<file path="config.mk">
export PLATFORM = sky130hd
export DESIGN_NAME = rom_operand_divider
export DESIGN_NICKNAME = d
export VERILOG_FILES = /design/src/rtl/div_pkg.sv /design/src/rtl/div_restoring_step.sv /design/src/rtl/rom_operand_divider.sv
export SDC_FILE = /design/constraint.sdc
export NUM_CORES = 1
export LEC_CHECK = 0
export ABC_CLOCK_PERIOD_IN_PS = 2470
export CORE_MARGIN = 2
export CORE_UTILIZATION = 45
export CTS_BUF_LIST = sky130_fd_sc_hd__clkbuf_8
export DETAILED_ROUTE_END_ITERATION = 8
export GPL_ROUTABILITY_DRIVEN = 0
export PLACE_DENSITY = 0.68
export SYNTH_ARGS = -nofsm -noshare
export SYNTH_HDL_FRONTEND = slang
export SYNTH_SLANG_ARGS = --single-unit
</file>
<file path="constraint.sdc">
create_clock -name clk -period 2.47 [get_ports clk]
set_input_delay 0.3705 -clock clk [delete_from_list [all_inputs] [get_ports clk]]
set_output_delay 0.3705 -clock clk [all_outputs]
set_load 0.005 [all_outputs]
</file>
<file path="src/rtl/div_pkg.sv">
// Shared types for the ROM-fed operand divider: FSM state encoding and
// counter-width helpers evaluated at elaboration time.
package div_pkg;

    typedef enum logic [2:0] {
        IDLE,
        FETCH_A,
        WAIT_A,
        FETCH_B,
        WAIT_B,
        DIVIDE,
        DONE,
        SIGNFIX
    } divState_t;

    // Iteration counter must hold 0..dataW.
    function automatic int iterCntWidth(input int dataW);
        return $clog2(dataW + 1);
    endfunction

    // Wait counter only needs 0..romLat-1, but never narrower than one bit.
    function automatic int latCntWidth(input int romLat);
        return (romLat < 2) ? 1 : $clog2(romLat);
    endfunction

endpackage

</file>
<file path="src/rtl/div_restoring_step.sv">
// One combinational restoring-division iteration: shift the next dividend bit
// into the partial remainder, trial-subtract the divisor, keep if non-negative.
module div_restoring_step #(
    parameter int DATA_W = 8
) (
    input  logic [DATA_W:0]   partRem,
    input  logic              nextBit,
    input  logic [DATA_W-1:0] divisor,
    output logic [DATA_W:0]   remNext,
    output logic              qBit
);

    logic [DATA_W+1:0] shifted;
    logic [DATA_W+1:0] diff;

    always_comb begin
        shifted = {partRem, nextBit};
        diff    = shifted - {2'b00, divisor};
        // A clear top bit means the trial subtraction did not borrow.
        qBit    = ~diff[DATA_W+1];
        remNext = qBit ? diff[DATA_W:0] : shifted[DATA_W:0];
    end

endmodule

</file>
<file path="src/rtl/rom_operand_divider.sv">
// Fetches dividend/divisor from a synchronous ROM and divides them with a
// DATA_W-cycle restoring engine. Define DIV_SIGNED_EN for two's-complement operands.
module rom_operand_divider
    import div_pkg::*;
#(
    parameter int DATA_W  = 8,
    parameter int ADDR_W  = 9,
    parameter int ROM_LAT = 1
) (
    input  logic              clk,
    input  logic              rst,
    input  logic              start,
    input  logic [ADDR_W-1:0] addressA,
    input  logic [ADDR_W-1:0] addressB,
    output logic              rom_en,
    output logic [ADDR_W-1:0] rom_addr,
    input  logic [DATA_W-1:0] rom_data,
    output logic [DATA_W-1:0] quotient,
    output logic [DATA_W-1:0] remainder,
    output logic              busy,
    output logic              finished,
    output logic              div_by_zero
);

    localparam int CNT_W = iterCntWidth(DATA_W);
    localparam int LAT_W = latCntWidth(ROM_LAT);
    localparam logic [CNT_W-1:0] LAST_ITER = CNT_W'(DATA_W - 1);
    localparam logic [LAT_W-1:0] LAST_WAIT = LAT_W'(ROM_LAT - 1);

    divState_t         stateReg, stateNext;
    logic [ADDR_W-1:0] addrBReg;
    logic [ADDR_W-1:0] romAddrReg;
    logic [LAT_W-1:0]  latCntReg;
    logic [CNT_W-1:0]  iterCntReg;
    logic [DATA_W-1:0] dividendReg;
    logic [DATA_W-1:0] divisorReg;
    logic [DATA_W-1:0] workReg;
    logic [DATA_W:0]   remReg;
    logic [DATA_W-1:0] quotientReg;
    logic [DATA_W-1:0] remainderReg;
    logic              divByZeroReg;

    logic              lastWait;
    logic              lastIter;
    logic              divisorZero;
    logic [DATA_W-1:0] dividendMag;
    logic [DATA_W-1:0] divisorMag;
    logic [DATA_W:0]   remStep;
    logic              qBit;

    assign lastWait    = (latCntReg == LAST_WAIT);
    assign lastIter    = (iterCntReg == LAST_ITER);
    assign divisorZero = (rom_data == '0);

`ifdef DIV_SIGNED_EN
    logic dividendNeg;
    logic divisorNeg;
    logic negQuoReg;
    logic negRemReg;

    // MIN has no positive counterpart, but its magnitude fits as unsigned.
    assign dividendNeg = dividendReg[DATA_W-1];
    assign divisorNeg  = rom_data[DATA_W-1];
    assign dividendMag = dividendNeg ? -dividendReg : dividendReg;
    assign divisorMag  = divisorNeg ? -rom_data : rom_data;
`else
    assign dividendMag = dividendReg;
    assign divisorMag  = rom_data;
`endif

    div_restoring_step #(
        .DATA_W (DATA_W)
    ) stepInst (
        .partRem (remReg),
        .nextBit (workReg[DATA_W-1]),
        .divisor (divisorReg),
        .remNext (remStep),
        .qBit    (qBit)
    );

    always_comb begin
        stateNext = stateReg;
        case (stateReg)
            IDLE:    if (start) stateNext = FETCH_A;
            FETCH_A: stateNext = WAIT_A;
            WAIT_A:  if (lastWait) stateNext = FETCH_B;
            FETCH_B: stateNext = WAIT_B;
            WAIT_B:  if (lastWait) stateNext = divisorZero ? DONE : DIVIDE;
            DIVIDE: begin
                if (lastIter) begin
`ifdef DIV_SIGNED_EN
                    stateNext = SIGNFIX;
`else
                    stateNext = DONE;
`endif
                end
            end
            SIGNFIX: stateNext = DONE;
            DONE:    stateNext = IDLE;
            default: stateNext = IDLE;
        endcase
    end

    always_ff @(posedge clk) begin
        if (rst) begin
            stateReg     <= IDLE;
            addrBReg     <= '0;
            romAddrReg   <= '0;
            latCntReg    <= '0;
            iterCntReg   <= '0;
            dividendReg  <= '0;
            divisorReg   <= '0;
            workReg      <= '0;
            remReg       <= '0;
            quotientReg  <= '0;
            remainderReg <= '0;
            divByZeroReg <= 1'b0;
`ifdef DIV_SIGNED_EN
            negQuoReg    <= 1'b0;
            negRemReg    <= 1'b0;
`endif
        end else begin
            stateReg <= stateNext;
            case (stateReg)
                IDLE: begin
                    if (start) begin
                        romAddrReg   <= addressA;
                        addrBReg     <= addressB;
                        divByZeroReg <= 1'b0;
                    end
                end
                FETCH_A, FETCH_B: latCntReg <= '0;
                WAIT_A: begin
                    latCntReg <= latCntReg + LAT_W'(1);
                    if (lastWait) begin
                        dividendReg <= rom_data;
                        romAddrReg  <= addrBReg;
                    end
                end
                WAIT_B: begin
                    latCntReg <= latCntReg + LAT_W'(1);
                    if (lastWait) begin
                        if (divisorZero) begin
                            quotientReg  <= '1;
                            remainderReg <= dividendReg;
                            divByZeroReg <= 1'b1;
                        end else begin
                            divisorReg <= divisorMag;
                            workReg    <= dividendMag;
                            remReg     <= '0;
                            iterCntReg <= '0;
`ifdef DIV_SIGNED_EN
                            negQuoReg  <= dividendNeg ^ divisorNeg;
                            negRemReg  <= dividendNeg;
`endif
                        end
                    end
                end
                DIVIDE: begin
                    // workReg shifts dividend bits out the top and quotient bits in the bottom.
                    workReg    <= {workReg[DATA_W-2:0], qBit};
                    remReg     <= remStep;
                    iterCntReg <= iterCntReg + CNT_W'(1);
`ifndef DIV_SIGNED_EN
                    if (lastIter) begin
                        quotientReg  <= {workReg[DATA_W-2:0], qBit};
                        remainderReg <= remStep[DATA_W-1:0];
                    end
`endif
                end
`ifdef DIV_SIGNED_EN
                SIGNFIX: begin
                    quotientReg  <= negQuoReg ? -workReg : workReg;
                    remainderReg <= negRemReg ? -remReg[DATA_W-1:0] : remReg[DATA_W-1:0];
                end
`endif
                default: ;
            endcase
        end
    end

    assign rom_en      = (stateReg == FETCH_A) || (stateReg == FETCH_B);
    assign rom_addr    = romAddrReg;
    assign quotient    = quotientReg;
    assign remainder   = remainderReg;
    assign busy        = (stateReg != IDLE);
    assign finished    = (stateReg == DONE);
    assign div_by_zero = divByZeroReg;

endmodule

</file>
==> results of run 1 <==
-- cell type report --
type                            instances  area share (%)
Multi-Input combinational cell        322            42.6
Clock inverter                          6            2.40
Tap cell                              102            2.72
Sequential cell                        76            32.4
Clock buffer                            9            2.64
Timing Repair Buffer                   80            16.2
Inverter                               13            1.04
-- report_power, final --
group	leakage [nW]	internal (mW)	switching, mW
Clock	0.120	0.669	0.484
Combinational	0.974	0.248	0.258
Sequential	0.617	1.29	0.0591
Total	1.71	2.21	0.802
-- per-layer routing --
layer	up-vias	GRT usage [%]
li1	1684	-
met1	1499	28.3
met2	88	33.6
met3	19	3.37
met4	0	11.0
met5	-	0
-- synth_stat cells, types with 4 or more instances --
| master | instances | area share (%) |
|---|---|---|
| dfxtp_1 | 76 | 42 |
| nand2_1 | 73 | 7.6 |
| nor2_1 | 48 | 5.0 |
| a21oi_1 | 42 | 5.8 |
| a211oi_1 | 20 | 4.1 |
| clkbuf_1 | 20 | 2.1 |
| inv_1 | 13 | 1.3 |
| mux2i_1 | 12 | 3.3 |
| nor3_1 | 10 | 1.4 |
| o21ai_1 | 10 | 1.4 |
| ha_1 | 9 | 3.1 |
| nor4_1 | 8 | 1.4 |
| o21ai_0 | 8 | 1.1 |
| nand3_1 | 7 | 0.97 |
| buf_2 | 6 | 0.83 |
| nand4_1 | 6 | 1.0 |
| a311oi_1 | 4 | 0.97 |
| a31oi_1 | 4 | 0.69 |
| nand2b_1 | 4 | 0.69 |
| nor2b_1 | 4 | 0.69 |
-- per-stage QoR --
stage	std cells	setup slack [ns]	total power, mW	area (um2)
4_1_cts	608	0.0335	3.02	4640
3_3_place_gp	593	0.0632	1.86	4410
5_1_grt	608	-0.00280	3.15	4700
6_report	608	0.114	3.01	4700
3_5_place_dp	593	0.0285	1.88	4410
2_1_floorplan	439	0.242	1.66	3630
-- logic make-up (layout without fill, tap and decap cells) --
logic type                 count (synthesis)  count (layout)  synth area share [%]
muxes                                     12              12                  3.31
DFF                                       76              76                  41.9
and+or+nand+nor                          181             181                  23.5
AOI/OAI and AO/OA                        113             113                  21.6
xor gates and xnor gates                   6               6                  1.45
buffers and inverters                     41             108                  4.55
adders and majority gates                 10              10                  3.66
-- sequential cells by signal (all words and copies together), names as in the netlist, named ones only --
register / cells
addrBReg: 9
iterCntReg: 4
latCntReg: 1
div_by_zero: 1
dividendMag: 8
rom_addr: 9
workReg: 8
remainder: 8
divisorReg: 8
stateReg: 2
quotient: 8
remReg: 9
-- worst max-delay path: stages (launching register included) --
cell,delay (ns)
dfxtp_1,0.35
inv_2,0.07
ha_1,0.19
or2_1,0.27
o2111ai_4,0.30
a21oi_1,0.13
or3_1,0.38
a311oi_2,0.32
or3_1,0.17
a21oi_1,0.06
-- worst max-delay path by stage --
stage / start / to
3_3_place_gp: rom_data[3] / remainder[1]$_SDFFE_PP0P_
2_1_floorplan: workReg[7]$_SDFFE_PP0P_ / remainder[6]$_SDFFE_PP0P_
6_report: divisorReg[1]$_SDFFE_PP0P_ / remReg[7]$_SDFFE_PP0P_
5_1_grt: divisorReg[1]$_SDFFE_PP0P_ / remReg[7]$_SDFFE_PP0P_
4_1_cts: divisorReg[1]$_SDFFE_PP0P_ / remainder[3]$_SDFFE_PP0P_
3_5_place_dp: rom_data[3] / remainder[1]$_SDFFE_PP0P_
==> out/results.ini, run 1 <==
[synth]
syn_inst=439
synth.distinct_cells=57
syn-cell-area_um2=3630
seq_area_frac_synth_pct=41.9
yosysWarnings=0
synth_nets=478
ys_ff_latch=76
async_flop_share_pct=0
synth-main-ff-cell=dfxtp_1
avgSynthCellArea_um2=8.27
synth_edf_count=0

[timing]
min_period_over_period_pct=95.4
holdWs_ns=0.457
fin_skew_ns=0.00802
max_freq_mhz=424
finalSetupTns_ns=0
slew_headroom_pct=62.1
slew_violations=0
finalSetupViolations=0
hold_viol_final=0
worstMarginPinSlew_ns=0.568
min_period_ns=2.36

[min_path]
hp-class=flop to flop
hold_path_end=divisorReg[7]$_SDFFE_PP0P_
min_from=divisorReg[7]$_SDFFE_PP0P_
holdPathStages=2

[floorplan]
core-area_um2=7770
dieArea_um2=8800
die_h_um=93.8
ios=58
initial_core_util_pct=46.7
die_w_um=93.8
num_rows=32

[grt]
grt_overflow=0
antenna_found_initial=0
grt_pass1_vias=3049
grt_pass1_wl_um=14800
grt_start_max_net_pins=35
grt_use_total_pct=21.4

[drt]
wl_met2_um=4180
wl_met1_um=4180
route.vias.total=3290
route.detailed.drc=0
routed_wl_um=9050
dr.pass1.iters=4
dr_wl_met3_um=426
post_drt_wl_per_cell_um=14.9
postRouteAntennaNets=0
top_layer_used=met4
drt-initial-drc-count=132
vias_per_cell=5.41

[place]
io_buffers=57
hpwl_um=6450

[worst_setup_path]
critPathKind=flop to flop
path_max_fanout=4
cp-start-kind=flop
worstPathArrival_ns=2.59
r2r_end=remReg[7]$_SDFFE_PP0P_
cp-end-kind=flop
ff2ff_path_depth=9
r2r_setup_slack_ns=0.11
worstPathRequired_ns=2.71
r2r_start=divisorReg[1]$_SDFFE_PP0P_

[finish]
fill_cells=717
multiInputGateArea_um2=2000
final_net_count=541
final_util_pct=60.5
final_common_cell=dfxtp_1
diodes=0
final_cell_mix=dfxtp_1 (76), nand2_1 (73), clkdlybuf4s50_1 (56)
synthToLayoutAreaGrowth_pct=29.4
drive_above_1_share_pct=13.2
regArea_um2=1520

[cts]
cts_tree=yes
cts_buffers=9
post_cts_buffers=0
cts_max_level=3
clockBufferDepth=2
ctsHoldBuffers=0
root_buffer=clkbuf_8
path_clk_slew_ns=0.08
clock_latency_ns=0.36
cts_sinks=76
cts_resized=0

[outcome]
status=finished clean

[power_and_ir_drop]
pwr_density_cell_nw_per_um2=641
leakagePower_nw=1.71
vdd_drop_max_uv=297

[job]
cap_violations=0

(Power assumes the default switching activity.)
==> run 2, diff against run 1 <==
Settings changed: CORE_ASPECT_RATIO set to 0.9.
==> run 2 against run 1 <==
  * First-iteration DRC count is 33% higher
  * Setup slack got worse by 0.061 ns
  * Clock-buffer cell count up 1
  * Clock skew barely moved
  * Critical path type unchanged
==> out/results.ini, run 2 (synthesis gave the netlist of run 1 again) <==
[drt]
route.detailed.drc=0  ; unchanged
vias_per_cell=5.45  ; was 5.41
drt-initial-drc-count=176  ; was 132
route.vias.total=3316  ; was 3290
dr.pass1.iters=4  ; unchanged
postRouteAntennaNets=0  ; unchanged
routed_wl_um=9310  ; was 9050 um
post_drt_wl_per_cell_um=15.3  ; was 14.9 um

[finish]
diodes=0  ; unchanged
stdcell_count=608  ; unchanged
drive_above_1_share_pct=14.1  ; was 13.2%
synthToLayoutAreaGrowth_pct=29.4  ; unchanged
final_cell_area_um2=4700  ; unchanged
final_net_count=543  ; was 541
final_cell_mix=dfxtp_1 (75), nand2_1 (73), clkdlybuf4s50_1 (56)  ; was dfxtp_1 (76), nand2_1 (73), clkdlybuf4s50_1 (56)
final_util_pct=59.1  ; was 60.5%
final_common_cell=dfxtp_1  ; unchanged

[power_and_ir_drop]
switching_share_pct=26.5  ; was 26.6%
pwr_density_cell_nw_per_um2=618  ; was 641 nW/um2
p_comb_share_pct=17.6  ; was 16.8%
internal_power_mw=2.13  ; was 2.21 mW
total_power_mw=2.90  ; was 3.01 mW
leakagePower_nw=1.71  ; about the same
vdd_drop_max_uv=358  ; was 297 uV
clkPwrFrac_pct=35.8  ; was 38.3%
netSwitchingPower_uw=769  ; was 802 uW
seqPwrFrac_pct=46.6  ; was 44.9%

[cts]
cts_max_level=3  ; unchanged
cts_sinks=76  ; unchanged
ctsHoldBuffers=0  ; unchanged
root_buffer=clkbuf_8  ; unchanged
clockBufferDepth=2  ; unchanged
clock_latency_ns=0.34  ; was 0.36 ns
path_clk_slew_ns=0.08  ; about the same
cts_tree=yes  ; unchanged
cts_buffers=9  ; unchanged

[grt]
grt_pass1_vias=3026  ; was 3049
grt_use_total_pct=21.2  ; was 21.4%
antenna_found_initial=1  ; was 0
grt_overflow=0  ; unchanged
grt_start_max_net_pins=43  ; was 35
grt_pass1_wl_um=14800  ; about the same

[floorplan]
die_h_um=89.2  ; was 93.8 um
dieArea_um2=8800  ; about the same
ios=58  ; unchanged
die_w_um=98.7  ; was 93.8 um
core-area_um2=7950  ; was 7770 um2
num_rows=31  ; was 32
initial_core_util_pct=45.6  ; was 46.7%

[outcome]
status=finished clean  ; unchanged

[worst_setup_path]
crit_path_cell_trace=ha_4 > inv_1 > fa_2 > a211oi_2 > nor2_1 > o31ai_2 > o31ai_2 > o311a_1 > o32ai_2  ; was inv_2 > ha_1 > or2_1 > o2111ai_4 > a21oi_1 > or3_1 > a311oi_2 > or3_1 > a21oi_1
cp-end-kind=flop  ; unchanged
r2r_end=remainder[6]$_SDFFE_PP0P_  ; was remReg[7]$_SDFFE_PP0P_
cp-start-kind=flop  ; unchanged
critical_path.startpoint=divisorReg[0]$_SDFFE_PP0P_  ; was divisorReg[1]$_SDFFE_PP0P_
cpPeakStageDelay_ns=0.40  ; was 0.38 ns
worstPathArrival_ns=2.68  ; was 2.59 ns
r2r_setup_slack_ns=0.05  ; was 0.11 ns
endpoint=remainder[6]$_SDFFE_PP0P_  ; was remReg[7]$_SDFFE_PP0P_
critPathKind=flop to flop  ; unchanged
cp_common_cell=o31ai_2
critPathSlowestCell=dfxtp_1  ; was or3_1
worstPathRequired_ns=2.73  ; was 2.71 ns
r2r_start=divisorReg[0]$_SDFFE_PP0P_  ; was divisorReg[1]$_SDFFE_PP0P_
path_max_fanout=2  ; was 4
ff2ff_path_depth=9  ; unchanged

[timing]
worstMarginPinSlew_ns=0.549  ; was 0.568 ns
hold_viol_final=0  ; unchanged
min_period_over_period_pct=97.9  ; was 95.4%
slew_headroom_pct=63.3  ; was 62.1%
finalSetupViolations=0  ; unchanged
min_period_ns=2.42  ; was 2.36 ns
slew_violations=0  ; unchanged
max_freq_mhz=414  ; was 424 MHz
fin_skew_ns=0.00783  ; was 0.00802 ns

[place]
hpwl_um=6620  ; was 6450 um
post_dp_cell_area_um2=4380  ; was 4410 um2
io_buffers=57  ; unchanged
post-place-cells=590  ; was 593

[min_path]
hp-class=flop to flop  ; unchanged

[job]
cap_violations=0  ; unchanged

-- run 2: cell count changes in the layout (fill, tap and decap cells not counted), sizes merged --
cell,before,now
bufinv,3,2
clkinvlp,0,1
inv,14,15
buf,24,26
clkinv,2,1
clkbuf,9,10
-- run 2: critical path, delay by kind of cell (launching register included) --
family | cells | cell delay [ns]
AND/OR/NAND/NOR | 1 | 0.10
adder cells (fa/ha/maj) | 2 | 0.53
flip-flops | 1 | 0.40
buffers and inverters | 1 | 0.06
AO/OA/AOI/OAI | 5 | 1.25
-- run 2: final cells by class --
cell class                 count  area [um2]
clock buffer                  10         138
clock inverter                 6        80.1
fill                         704        3250
inverter                      13        48.8
multi-input combinational    322        2030
sequential                    76        1520
tap                           99         124
timing repair buffer          82         753
-- run 2: what timing repair did --
action,4_1_cts,5_1_grt
setup buffers,0,2
resized for setup,0,17
setup endpoints to repair,0,16
-- run 2: power by group through the flow --
stage	clock network [mW]	logic, mW	registers, mW
3_3_place_gp	0	0.480	1.38
4_1_cts	1.06	0.489	1.35
6_report	1.04	0.512	1.35
2_1_floorplan	0	0.309	1.36
3_5_place_dp	0	0.487	1.38
5_1_grt	1.10	0.563	1.36
-- run 2: metal layers --
metal	wire length (um)	part of all wire, %	GRT usage (%)
met1	4340	47	28.1
met2	4410	47	35.3
met3	493	5.3	5.24
met4	72	0.77	5.48
met5	0	0	0
-- run 2: worst min-delay path by stage --
stage / from / to / slack (ns) / cells after the start
3_3_place_gp: addrBReg[0]$_SDFFE_PP0P_ / addrBReg[0]$_SDFFE_PP0P_ / 0.44 / 2
2_1_floorplan: addrBReg[0]$_SDFFE_PP0P_ / addrBReg[0]$_SDFFE_PP0P_ / 0.44 / 2
6_report: addrBReg[2]$_SDFFE_PP0P_ / addrBReg[2]$_SDFFE_PP0P_ / 0.46 / 2
5_1_grt: addrBReg[2]$_SDFFE_PP0P_ / addrBReg[2]$_SDFFE_PP0P_ / 0.48 / 2
3_5_place_dp: addrBReg[0]$_SDFFE_PP0P_ / addrBReg[0]$_SDFFE_PP0P_ / 0.45 / 2
4_1_cts: addrBReg[0]$_SDFFE_PP0P_ / addrBReg[0]$_SDFFE_PP0P_ / 0.46 / 2
-- run 2: metrics by stage --
| step | setup TNS, ns | setup slack, ns | hold WS (ns) |
|---|---|---|---|
| after global placement | 0 | 0.0678 | 0.442 |
| after floorplan | 0 | 0.242 | 0.436 |
| after CTS | 0 | 0.0379 | 0.458 |
| after detailed placement | -0.00315 | -0.00315 | 0.447 |
| final | 0 | 0.0528 | 0.456 |
| after global routing | -0.157 | -0.0683 | 0.476 |
==> run 3, diff against run 2 <==
Settings changed: CTS_CLUSTER_DIAMETER set to 60, SETUP_SLACK_MARGIN set to 0.1.
==> run 3 against run 2 <==
  * Via count is 2.7% higher
  * Clock power hardly changed
  * Clock-buffer cell count stayed put
  * Largest power group unchanged
==> out/results.ini, run 3 (synthesis gave the netlist of run 1 again) <==
[drt]
dr.pass1.iters=4  ; unchanged
post_drt_wl_per_cell_um=15.4  ; was 15.3 um
drt-initial-drc-count=152  ; was 176
postRouteAntennaNets=0  ; unchanged
routed_wl_um=9490  ; was 9310 um
vias_per_cell=5.53  ; was 5.45
route.vias.total=3405  ; was 3316
route.detailed.drc=0  ; unchanged

[outcome]
status=finished clean  ; unchanged

[cts]
cts_buffers=9  ; unchanged
clock_latency_ns=0.35  ; was 0.34 ns
cts_max_level=3  ; unchanged
root_buffer=clkbuf_8  ; unchanged
path_clk_slew_ns=0.08  ; about the same
cts_sinks=76  ; unchanged
clockBufferDepth=2  ; unchanged
cts_tree=yes  ; unchanged

[grt]
grt_pass1_wl_um=14900  ; was 14800 um
grt_start_max_net_pins=43  ; unchanged
antenna_found_initial=1  ; unchanged
grt_overflow=0  ; unchanged
grt_use_total_pct=21.5  ; was 21.2%
grt_pass1_vias=3046  ; was 3026

[finish]
final_cell_mix=nand2_1 (73), dfxtp_1 (71), clkdlybuf4s50_1 (56)  ; was dfxtp_1 (75), nand2_1 (73), clkdlybuf4s50_1 (56)
drive_above_1_share_pct=18.0  ; was 14.1%
multiInputGateArea_um2=2080  ; was 2030 um2
final_common_cell=nand2_1  ; was dfxtp_1
regArea_um2=1530  ; was 1520 um2
final_cell_area_um2=4810  ; was 4700 um2
final_net_count=551  ; was 543
diodes=0  ; unchanged
fill_cells=687  ; was 704
synthToLayoutAreaGrowth_pct=32.7  ; was 29.4%

[timing]
slew_violations=0  ; unchanged
max_freq_mhz=432  ; was 414 MHz
grt_setup_unrepaired=true
min_period_ns=2.32  ; was 2.42 ns
fin_skew_ns=0.00969  ; was 0.00783 ns
worstMarginPinSlew_ns=0.548  ; was 0.549 ns
slew_headroom_pct=63.4  ; was 63.3%
finalSetupViolations=0  ; unchanged
min_period_over_period_pct=93.8  ; was 97.9%
hold_viol_final=0  ; unchanged
finalSetupTns_ns=0  ; unchanged

[floorplan]
core-area_um2=7950  ; unchanged
die_h_um=89.2  ; unchanged
die_w_um=98.7  ; unchanged
dieArea_um2=8800  ; unchanged
initial_core_util_pct=45.6  ; unchanged
num_rows=31  ; unchanged
ios=58  ; unchanged

[worst_setup_path]
r2r_start=divisorReg[2]$_SDFFE_PP0P_  ; was divisorReg[0]$_SDFFE_PP0P_
critPathTopFamily=compound AO/OA/AOI/OAI gates  ; unchanged
critPathSlowestCell=a211o_1  ; was dfxtp_1
path_max_fanout=6  ; was 2
crit_path_cell_trace=inv_1 > ha_4 > or2_4 > o2111ai_4 > a211o_1 > a21oi_4 > nor2_4 > o211ai_1 > a31oi_1  ; was ha_4 > inv_1 > fa_2 > a211oi_2 > nor2_1 > o31ai_2 > o31ai_2 > o311a_1 > o32ai_2
critical_path.startpoint=divisorReg[2]$_SDFFE_PP0P_  ; was divisorReg[0]$_SDFFE_PP0P_
worstPathRequired_ns=2.69  ; was 2.73 ns
worstPathArrival_ns=2.54  ; was 2.68 ns
critPathKind=flop to flop  ; unchanged
cp-start-kind=flop  ; unchanged
cp-end-kind=flop  ; unchanged
cpPeakStageDelay_ns=0.41  ; was 0.40 ns
path_buf_inv=1  ; unchanged

[min_path]
min_from=addrBReg[2]$_SDFFE_PP0P_  ; unchanged
hp-class=flop to flop  ; unchanged

[place]
post_dp_cell_area_um2=4380  ; unchanged
hpwl_um=6620  ; unchanged
io_buffers=57  ; unchanged

[power_and_ir_drop]
leakagePower_nw=1.76  ; was 1.71 nW
pwr_density_cell_nw_per_um2=609  ; was 618 nW/um2
vdd_drop_max_uv=372  ; was 358 uV

[job]
cap_violations=0  ; unchanged

-- run 3: changes by cell type in the layout (fill, tap and decap cells not counted), sizes merged --
| cell | change |
|---|---|
| buf | +8 |
-- run 3: layout make-up --
class	instances	area share, %
flip-flops and latches	76	31.7
repair buffers	90	16.9
clock inverters	6	1.66
clock buffers	10	2.86
well taps	99	2.57
multi-input cells	322	43.2
inverters	13	1.07
-- run 3: layer usage --
metal | vias to the layer above | track usage, % | wire length (um)
met5 | - | 0 | 0
met4 | 0 | 5.48 | 78
met3 | 6 | 5.24 | 562
met2 | 105 | 36.1 | 4460
met1 | 1587 | 28.2 | 4390
li1 | 1707 | - | -
-- run 3: path summary, 6_finish.rpt --
path | to | cells after the start | slack [ns]
worst max-delay path | remainder[2]$_SDFFE_PP0P_ | 9 | 0.15
worst min-delay path | addrBReg[2]$_SDFFE_PP0P_ | 2 | 0.46
worst max register to register | remainder[2]$_SDFFE_PP0P_ | 9 | 0.15
worst min register to register | addrBReg[2]$_SDFFE_PP0P_ | 2 | 0.46
-- run 3: worst register-to-register path, stage by stage, from the launching register on --
cell	delay (ns)
dfxtp_2	0.34
inv_1	0.06
ha_4	0.29
or2_4	0.13
o2111ai_4	0.17
a211o_1	0.41
a21oi_4	0.27
nor2_4	0.10
o211ai_1	0.30
a31oi_1	0.13
-- run 3: report_power, final --
part | switching [mW] | internal, mW
Sequential | 0.0606 | 1.29
Combinational | 0.267 | 0.268
Clock | 0.456 | 0.588
Total | 0.784 | 2.15
-- run 3: per-stage QoR --
step | util, % | power, mW | hold WS (ns) | cells | setup WS [ns]
after floorplan | - | 1.66 | 0.436 | 439 | 0.242
after global placement | 55.1 | 1.86 | 0.442 | 590 | 0.0678
after global routing | 60.6 | 3.05 | 0.476 | 616 | 0.0410
final | 60.6 | 2.93 | 0.456 | 616 | 0.154
after detailed placement | 55.1 | 1.87 | 0.447 | 590 | -0.00315
after CTS | 58.5 | 2.91 | 0.458 | 610 | 0.0754
-- run 3: what timing repair did --
action / in CTS / in global routing
hold endpoints to repair: 0 / 0
resized for setup: 9 / 24
hold buffers: 0 / 0
pin swaps: 10 / 18
setup endpoints to repair: 4 / 19
buffers inserted: 4 / 6
==> edit (settings of run 2) <==
The 8 states of `divState_t` get a one-hot encoding in 8 bits.
--- a/src/rtl/div_pkg.sv
+++ b/src/rtl/div_pkg.sv
@@ -2,15 +2,15 @@
 // counter-width helpers evaluated at elaboration time.
 package div_pkg;
 
-    typedef enum logic [2:0] {
-        IDLE,
-        FETCH_A,
-        WAIT_A,
-        FETCH_B,
-        WAIT_B,
-        DIVIDE,
-        DONE,
-        SIGNFIX
+    typedef enum logic [7:0] {
+        IDLE    = 8'b00000001,
+        FETCH_A = 8'b00000010,
+        WAIT_A  = 8'b00000100,
+        FETCH_B = 8'b00001000,
+        WAIT_B  = 8'b00010000,
+        DIVIDE  = 8'b00100000,
+        DONE    = 8'b01000000,
+        SIGNFIX = 8'b10000000
     } divState_t;
 
     // Iteration counter must hold 0..dataW.
Formal check against the unedited RTL: same outputs for any inputs over 10 cycles, from zero or initial values and one cycle with rst high; not proved beyond that.
==> edit against run 2 <==
Cell area down 0.93%; global-route usage down 1.1 points; setup slack better by 0.067 ns; synthesized area rose by 2.3%; wire length is 3.6% lower; synthesized cell count down 2.7%; first-iteration DRC count is 15% higher; clock skew grew 0.0072 ns; sequential cell count rose by 4; count of clock-buffer cells in the layout down 1; critical path type is now reg -> out; largest cell class unchanged; highest routed layer unchanged.
Power is not compared: it rests on default switching activity, and its combinational part moved more than twofold at a synthesized area within 25%.
==> edit: results (changes against run 2) <==
Setup crit start stateReg[3]$_SDFFE_PP0P_; critical-path maximum fanout 7 (+5); vias in the first global route 3051 (+0.83%); latest clock arrival within the worst-skew pair 0.36 ns (+0.02 ns); HPWL after DPL 6320 microns (-4.4%); WP data arrival 1.98 ns (-0.70 ns); R2R Path End remainder[4]$_SDFFE_PP0P_; share of cells above drive strength 1 0.0980 (-0.0435); slowest stage delay, CP 0.51 ns (+0.11 ns); top post-synthesis cells by count 80 x dfxtp_1, 65 x nor2_1, 56 x nand2_1, 32 x mux2i_1, 23 x a21oi_1; met1 Use GR 0.269 (-0.0122); Post-Syn Nets 466 (-2.5%); Worst slew margin 0.500 (-0.134); Via-to-Cell Ratio 5.50 (+0.92%); Wirelength per Cell 15.2 microns (-0.47%); largest net degree at the start of global routing 73 (+70%); Hold Crit Start divisorReg[6]$_SDFFE_PP0P_; Hold Path Sink divisorReg[6]$_SDFFE_PP0P_; Nets 524 (-3.5%); synth top area cells dfxtp_1 43%, mux2i_1 8.6%, nor2_1 6.6%, nand2_1 5.7%, a211oi_1 3.8%; DR pass1 iterations 5 (+1); synth unique cells 52 (-8.8%); initial antenna violation count 0 (-1); post-synthesis sequential area ratio 0.432 (+0.0122); status complete, no violations; met3 wire length 642 microns (+30%)
==> edit: kinds of logic after synthesis <==
logic type | count (synthesis) | share of synthesized area
flip-flops | 80 | 0.432
XOR/XNOR | 9 | 0.0212
AND/OR/NAND/NOR | 174 | 0.217
AO/OA/AOI/OAI | 81 | 0.155
multiplexers | 32 | 0.0863
buffers and inverters | 41 | 0.0523
adder cells (fa/ha/maj) | 10 | 0.0357
==> edit: stage by stage <==
step / util / power [mW]
after detailed placement: 0.551 / 1.60
after floorplan: - / 1.49
final: 0.580 / 2.56
after CTS: 0.577 / 2.59
after global routing: 0.580 / 2.67
after global placement: 0.551 / 1.60
==> edit: layout make-up <==
type / count / area (sq um) / share of cell area
Clock buffer: 9 / 124 / 0.0266
Multi-Input combinational cell: 306 / 1940 / 0.417
Clock inverter: 7 / 78.8 / 0.0169
Tap cell: 99 / 124 / 0.0266
Inverter: 11 / 41.3 / 0.00887
Sequential cell: 80 / 1600 / 0.344
Timing Repair Buffer: 77 / 743 / 0.160
